$ cat config.mk
export PLATFORM = sky130hd
export DESIGN_NAME = ttfir_stim_gen
export DESIGN_NICKNAME = d
export VERILOG_FILES = /design/src/rtl/ttfir_stim_gen.sv
export SDC_FILE = /design/constraint.sdc
export NUM_CORES = 1
export LEC_CHECK = 0
export ABC_AREA = 1
export BUFFER_PORTS_ARGS = -buffer_cell sky130_fd_sc_hd__buf_2
export CORE_ASPECT_RATIO = 1.25
export CORE_UTILIZATION = 40
export CTS_BUF_LIST = sky130_fd_sc_hd__clkbuf_8
export CTS_CLUSTER_DIAMETER = 30
export CTS_CLUSTER_SIZE = 14
export DETAILED_ROUTE_END_ITERATION = 8
export SLEW_MARGIN = 15
export SYNTH_ARGS = -nofsm -noshare
export SYNTH_HDL_FRONTEND = slang
export SYNTH_SLANG_ARGS = --single-unit
$ cat constraint.sdc
create_clock -name clk -period 1.7 [get_ports clk]
set_input_delay 0.255 -clock clk [delete_from_list [all_inputs] [get_ports clk]]
set_output_delay 0.255 -clock clk [all_outputs]
set_load 0.01 [all_outputs]
$ cat src/rtl/ttfir_stim_gen.sv
// On-chip stimulus source for the FIR x_in bus: plays a latched burst
// (impulse/step/alternating/PRBS), flushes with N_TAPS zeros, then pulses done.
module ttfir_stim_gen #(
  parameter int          BW_in  = 6,
  parameter int          N_TAPS = 6,
  parameter int          LEN_W  = 8,
  parameter logic [15:0] SEED   = 16'hACE1
) (
  input  logic                    clk,
  input  logic                    rst,
  input  logic                    start,
  input  logic [1:0]              mode,
  input  logic signed [BW_in-1:0] amp,
  input  logic [LEN_W-1:0]        len,
  output logic signed [BW_in-1:0] x_out,
  output logic                    x_valid,
  output logic                    busy,
  output logic                    done
);

  localparam int FLW = $clog2(N_TAPS + 1);
  localparam int CW  = (LEN_W > FLW) ? LEN_W : FLW;

  localparam logic [1:0] IDLE  = 2'd0;
  localparam logic [1:0] RUN   = 2'd1;
  localparam logic [1:0] FLUSH = 2'd2;
  localparam logic [1:0] DONE  = 2'd3;

  localparam logic signed [BW_in-1:0] AMP_MIN = {1'b1, {(BW_in-1){1'b0}}};
  localparam logic signed [BW_in-1:0] AMP_MAX = {1'b0, {(BW_in-1){1'b1}}};
  localparam logic [CW-1:0]           FLUSH_LAST = CW'(N_TAPS - 1);

  // Negation that maps the most negative code onto the most positive one.
  function automatic logic signed [BW_in-1:0] neg_sat(input logic signed [BW_in-1:0] a);
    if (a == AMP_MIN) begin
      neg_sat = AMP_MAX;
    end else begin
      neg_sat = -a;
    end
  endfunction

  // Fibonacci LFSR x^16+x^14+x^13+x^11+1 in right-shift form.
  function automatic logic [15:0] lfsr_step(input logic [15:0] s);
    lfsr_step = {s[0] ^ s[2] ^ s[3] ^ s[5], s[15:1]};
  endfunction

  logic [1:0]              state_r, state_s;
  logic [CW-1:0]           cnt_r, cnt_s;
  logic [15:0]             lfsr_r, lfsr_s;
  logic [1:0]              mode_r, mode_s;
  logic signed [BW_in-1:0] amp_r, amp_s;
  logic [LEN_W-1:0]        len_r, len_s;
  logic signed [BW_in-1:0] sample_s, x_s;
  logic                    valid_s, busy_s, done_s;
  logic [CW-1:0]           len_last_s;

  assign len_last_s = CW'(len_r) - CW'(1);

  // Burst sample for the current run index, from the latched mode/amp.
  always_comb begin
    sample_s = {BW_in{1'b0}};
    case (mode_r)
      2'd0: begin
        if (cnt_r == {CW{1'b0}}) begin
          sample_s = amp_r;
        end else begin
          sample_s = {BW_in{1'b0}};
        end
      end
      2'd1: sample_s = amp_r;
      2'd2: begin
        if (cnt_r[0]) begin
          sample_s = neg_sat(amp_r);
        end else begin
          sample_s = amp_r;
        end
      end
      2'd3: sample_s = lfsr_r[BW_in-1:0];
      default: sample_s = {BW_in{1'b0}};
    endcase
  end

  // Next state; the state register holds what the next edge will emit,
  // so busy tracks x_valid and done follows the last flush sample.
  always_comb begin
    state_s = state_r;
    cnt_s   = cnt_r;
    lfsr_s  = lfsr_r;
    mode_s  = mode_r;
    amp_s   = amp_r;
    len_s   = len_r;
    x_s     = {BW_in{1'b0}};
    valid_s = 1'b0;
    busy_s  = 1'b0;
    done_s  = 1'b0;
    case (state_r)
      IDLE: begin
        if (start) begin
          mode_s = mode;
          amp_s  = amp;
          len_s  = len;
          lfsr_s = SEED;
          cnt_s  = {CW{1'b0}};
          if (len == {LEN_W{1'b0}}) begin
            state_s = FLUSH;
          end else begin
            state_s = RUN;
          end
        end else begin
          state_s = IDLE;
        end
      end
      RUN: begin
        x_s     = sample_s;
        valid_s = 1'b1;
        busy_s  = 1'b1;
        lfsr_s  = lfsr_step(lfsr_r);
        if (cnt_r == len_last_s) begin
          cnt_s   = {CW{1'b0}};
          state_s = FLUSH;
        end else begin
          cnt_s = cnt_r + CW'(1);
        end
      end
      FLUSH: begin
        valid_s = 1'b1;
        busy_s  = 1'b1;
        if (cnt_r == FLUSH_LAST) begin
          cnt_s   = {CW{1'b0}};
          state_s = DONE;
        end else begin
          cnt_s = cnt_r + CW'(1);
        end
      end
      DONE: begin
        done_s  = 1'b1;
        state_s = IDLE;
      end
      default: begin
        state_s = IDLE;
        cnt_s   = {CW{1'b0}};
      end
    endcase
  end

  // State and registered outputs; rst clears everything immediately.
  always_ff @(posedge clk or posedge rst) begin
    if (rst) begin
      state_r <= IDLE;
      cnt_r   <= {CW{1'b0}};
      lfsr_r  <= SEED;
      mode_r  <= 2'd0;
      amp_r   <= {BW_in{1'b0}};
      len_r   <= {LEN_W{1'b0}};
      x_out   <= {BW_in{1'b0}};
      x_valid <= 1'b0;
      busy    <= 1'b0;
      done    <= 1'b0;
    end else begin
      state_r <= state_s;
      cnt_r   <= cnt_s;
      lfsr_r  <= lfsr_s;
      mode_r  <= mode_s;
      amp_r   <= amp_s;
      len_r   <= len_s;
      x_out   <= x_s;
      x_valid <= valid_s;
      busy    <= busy_s;
      done    <= done_s;
    end
  end

endmodule
Word-level counts from Yosys, hierarchy flattened
Cells that the tools add are included.
Widths: inputs -> output; s select.
{"block": "totals", "out_inout_bits": 9, "word_cells": 56, "register_bits": 50}
{"block": "op_classes", "eq_ne": 12, "bitwise_logic": 3, "muxes": 18, "reduce_logical": 11, "n_addsub": 3}
{"cell": "$pmux 16 s2", "n": 1}
{"cell": "$mux 6", "n": 4}
{"cell": "$mux 8", "n": 3}
{"cell": "$pmux 6 s4", "n": 1}
{"cell": "$pmux 8 s3", "n": 1}
{"cell": "$logic_not 8->1", "n": 2}
{"cell": "$mux 16", "n": 1}
{"cell": "$add 8x1->8 const B", "n": 1}
{"cell": "$eq 2x2->1 const B", "n": 4}
{"cell": "$eq 8x3->1 const B", "n": 1}
{"cell": "$eq 8x8->1", "n": 1}
{"cell": "$mux 2", "n": 4}
{"cell": "$pmux 2 s4", "n": 1}
{"cell": "$reduce_and 2->1", "n": 4}
{"cell": "$sub 8x1->8 const B", "n": 1}
{"cell": "$eq 6x6->1 const B", "n": 1}
{"cell": "$ne 2x2->1 const B", "n": 3}
{"cell": "$neg 6->6", "n": 1}
{"cell": "$eq 2x1->1 const B", "n": 2}
{"cell": "$logic_not 2->1", "n": 2}
{"cell": "$reduce_bool 3->1", "n": 1}
{"cell": "$xor 1x1->1", "n": 3}
{"cell": "$mux 1", "n": 2}
{"cell": "$reduce_bool 2->1", "n": 1}
{"cell": "$reduce_or 2->1", "n": 1}

Longest topological paths before layout
{"block": "depth", "depth_word": 5, "mapped_depth": 14, "ltp_nobuf": 14}

Worst setup path after synthesis
No wires, ideal clock.
{"block": "synth_timing", "path_kind": "register to register", "start": "register len_r[0]", "end": "register cnt_r[4]", "stages_incl_launch_ff": 15, "required_time_ns": 1.583, "setup_time_ns": 0.117, "slack_ns": 0.030, "t_arrival_ns": 1.553, "period_less_slack_ns": 1.670, "path_cell_list": "dfrtp_1 inv_2 ha_1 inv_1 nand2_1 nand2_1 nand2_1 nor2_1 nand3_1 nor2_1 nand3_2 nand2_4 nand2_8 nand2_1 nand2_1"}
{"block": "synth_via", "elab_chain_cells": 4}
{"item": "start, declared", "line": "52", "source": "logic [LEN_W-1:0] len_r, len_s;"}
{"item": "start signal, assigned", "line": "154", "source": "len_r <= {LEN_W{1'b0}};"}
{"item": "start signal, assigned", "line": "165", "source": "len_r <= len_s;"}
{"item": "$sub 8x1->8", "line": "57", "source": "assign len_last_s = CW'(len_r) - CW'(1);"}
{"item": "$eq 8x8->1", "line": "118", "source": "if (cnt_r == len_last_s) begin"}
{"item": "$mux 8", "line": "118"}
{"item": "$pmux 8 s3", "line": "96", "source": "case (state_r)"}
{"item": "end signal, assigned", "line": "150", "source": "cnt_r <= {CW{1'b0}};"}
{"item": "end signal, assigned", "line": "161", "source": "cnt_r <= cnt_s;"}
{"item": "end, declared", "line": "48", "source": "logic [CW-1:0] cnt_r, cnt_s;"}
No other way between the ends.
A chain may end at the register's enable or synchronous reset.

Worst setup path in the final report
{"block": "layout_timing", "start": "register len_r[0]", "end": "register state_r[0]"}
{"block": "layout_via", "elab_chain_cells": 4}
{"item": "$sub 8x1->8", "line": "57"}
{"item": "$eq 8x8->1", "line": "118"}
{"item": "$ne 2x2->1 (no source line)"}
{"item": "$reduce_and 2->1 (no source line)"}
{"item": "end signal, assigned", "line": "160", "source": "state_r <= state_s;"}
{"item": "end, declared", "line": "47", "source": "logic [1:0] state_r, state_s;"}
No other way between the ends.

==> impl_metrics.env <==
export IMPL_status="finished clean"
export IMPL_via_count=2403
export IMPL_dp_slack_ps=-23.82
export IMPL_ys_async_sr_fraction=1.000
export IMPL_fp_row_count=34
export IMPL_crit_required_ps=1910
export IMPL_leakagePower_nw=1.631
export IMPL_syn_num_nets=385
export IMPL_cts_buffers=5
export IMPL_detail_route_antenna_nets=0
export IMPL_crit_path_cell_trace="inv_2, ha_4, inv_2, nand2_1, nand2_1, nand2_1, nor2_1, nand3_1, nor2_1, nand3_2, nand2_4, nand2_8, nand2_2, nand2_1"
export IMPL_die_height_um=96.42
export IMPL_insertion_delay_ps=310
export IMPL_min_period_over_period=0.9967
export IMPL_gp_congestion=0.8748
export IMPL_cellPowerDensity_nw_per_um2=1621
export IMPL_slowest_delay_ps=400
export IMPL_fin_ws_ps=5.619
export IMPL_antenna_found_initial=0
export IMPL_grt_pass1_vias=2322
export IMPL_setup_violations=0
export IMPL_synth_area_leaders="dfrtp_1 (37%), nand2_1 (9.9%), dfstp_2 (7.4%)"
export IMPL_maxSlewViolCount=0
export IMPL_critical_path_buf_inv_count=2
export IMPL_cts_clk_slew_worst_paths_ps=110
export IMPL_synthTopCellsByCount="nand2_1 (75), inv_1 (56), dfrtp_1 (42), o21ai_0 (35), nor2_1 (30)"
export IMPL_cp_slowest_cell="dfrtp_1"
export IMPL_finalHoldViolations=0
export IMPL_ys_warn_count=0
export IMPL_syn_cell_area_um2=2853
export IMPL_synth_cell_types=34
export IMPL_cts_tree="built"
export IMPL_io_buffers=27
export IMPL_period_minus_slack_ps=1694
export IMPL_fmax_ghz=0.5902
export IMPL_seq_area_um2=1262
export IMPL_syn2layout_area_growth_pct=16.75
export IMPL_fillers=681
export IMPL_synth_ff_type="dfrtp_1"
export IMPL_rsz0062_at_grt="true"
export IMPL_synth_edff_count=0
export IMPL_vdd_drop_max_uv=504.6
export IMPL_finClkSkew_ps=6.018
export IMPL_worst_ep_arrival_time_ps=1900
export IMPL_ys_ff_latch=50
export IMPL_num_io_pins=28
export IMPL_htreeDepth=2
export IMPL_initial_utilization=0.4114
export IMPL_dp_final_hpwl_um=4552
export IMPL_syn_inst=356
export IMPL_antenna_cells=0
export IMPL_grt_overflow=0
export IMPL_path_class="register to register"
export IMPL_syn_avg_cell_area_um2=8.013
export IMPL_drive_above_1_share=0.2300
export IMPL_final_nets=428
export IMPL_relSlewSlack=0.7672
export IMPL_maxCapViolations=0
export IMPL_yosysTopAreaCellShare=0.3684
export IMPL_core_um2=6934
export IMPL_fin_area_um2=3331
export IMPL_drt_iter0_drc=67
export IMPL_post_route_drc_count=0
export IMPL_place_area_um2=3162
export IMPL_crit_family="simple AND/OR/NAND/NOR gates"
export IMPL_clock_sinks=50
export IMPL_crit_top_cell="nand2_1"
export IMPL_cp_end_kind="register"
export IMPL_drt_vias_per_instance=4.904
export IMPL_dieArea_um2=7476
export IMPL_fp_dieW_um=77.54
export IMPL_worstPathMaxFanout=5
export IMPL_grt_use_total=0.1807
export IMPL_hold_path_class="input port to register"
export IMPL_cts_path_max_buffers=2
export IMPL_start_kind="register"
export IMPL_dr_pass1_iters=4
export IMPL_grt_max_degree=51
export IMPL_multi_input_area_um2=1368
export IMPL_root_buffer="clkbuf_8"
export IMPL_wire_per_inst_um=12.72
export IMPL_grt_pass1_wl_um=10610
export IMPL_worstMarginPinSlew_ps=347.9
export IMPL_wirelength_um=6232
export IMPL_seq_area_frac_synth=0.4421
export IMPL_yosysMostFrequentCell="nand2_1"
export IMPL_synth_top_area_cell="dfrtp_1"
[cell families after synthesis]
family                   Yosys count  share of synthesized area
AND/OR/NAND/NOR                  143                     0.2254
AO/OA/AOI/OAI                     73                     0.1509
buffers and inverters             67                    0.09781
flip-flops                        50                     0.4421
XOR/XNOR                          13                    0.03991
adder cells (fa/ha/maj)           10                    0.04386
[final timing paths]
| path | start | end | slack [ps] | cells past startpoint |
|---|---|---|---|---|
| min reg2reg | lfsr_r[7] | lfsr_r[6] | 480 | 2 |
| max in group asynchronous | rst | lfsr_r[0] | 910 | 4 |
| min | amp[0] | amp_r[0] | 140 | 3 |
| min in group asynchronous | rst | lfsr_r[9] | 510 | 4 |
| max | len_r[0] | state_r[0] | 6 | 14 |
| max reg2reg | len_r[0] | state_r[0] | 6 | 14 |
[placed cells by master (no fill, tap or decap), types with 2 or more instances in the layout]
cell type	instances
a211oi_1	3
a21oi_1	14
a22oi_1	7
buf_2	27
buf_4	13
clkbuf_8	5
clkinv_4	2
dfrtp_1	41
dfstp_2	8
ha_1	8
inv_1	50
inv_2	9
inv_6	2
nand2_1	70
nand2_2	11
nand2_8	2
nand3_1	14
nand3_2	3
nand4_1	5
nor2_1	29
nor2_2	2
nor3_1	3
nor3b_1	2
o21ai_0	35
o22ai_1	9
xnor2_1	4
xor2_1	9
[metrics by stage]
step / hold slack (ps) / util / cells / TNS [ps] / total power [mW]
floorplan: 376.0 / - / 356 / 0 / 3.718
global placement: 319.6 / 0.4560 / 479 / 0 / 4.441
detailed placement: 324.5 / 0.4560 / 479 / -111.8 / 4.505
CTS: 138.3 / 0.4762 / 489 / -0.7336 / 5.368
global route: 154.5 / 0.4803 / 490 / -1065 / 5.876
finish: 144.0 / 0.4803 / 490 / 0 / 5.398
[cell type report]
| class | instances | share of cell area |
|---|---|---|
| clock buffer | 5 | 0.02066 |
| multi-input combinational | 240 | 0.4106 |
| timing repair buffer | 42 | 0.07889 |
| clock inverter | 3 | 0.007889 |
| inverter | 60 | 0.06912 |
| sequential | 50 | 0.3790 |
| tap | 90 | 0.03381 |
[tightest hold or removal path, cell delays in order]
cell and delay, ps:
buf_2 70, nand2_1 40, o21ai_0 50
[state kept, by name (all words and copies together) (netlist names)]
register / flops
busy: 1
len_r: 8
state_r: 2
cnt_r: 8
lfsr_r: 16
x_out: 6
done: 1
amp_r: 6
mode_r: 2
[per-layer routing]
metal	GRT usage	wire (um)	up-vias
li1	-	-	1224
met1	0.2074	2723	1125
met2	0.3400	3242	43
met3	0.03005	147	11
met4	0.06289	118	0
met5	0	0	-
[timing repair]
action	CTS	global route
pin swaps	3	8
setup endpoints to repair	10	20
hold endpoints to repair	42	0
buffers inserted	0	1
hold buffers	1	0
cloned	1	0
resized for setup	3	13
[report_power, final]
group	switching [mW]	internal (mW)
Clock	0.458	0.304
Combinational	1.64	1.06
Sequential	0.305	1.63
Total	2.41	2.99
Power figures use the tool's default switching activity.
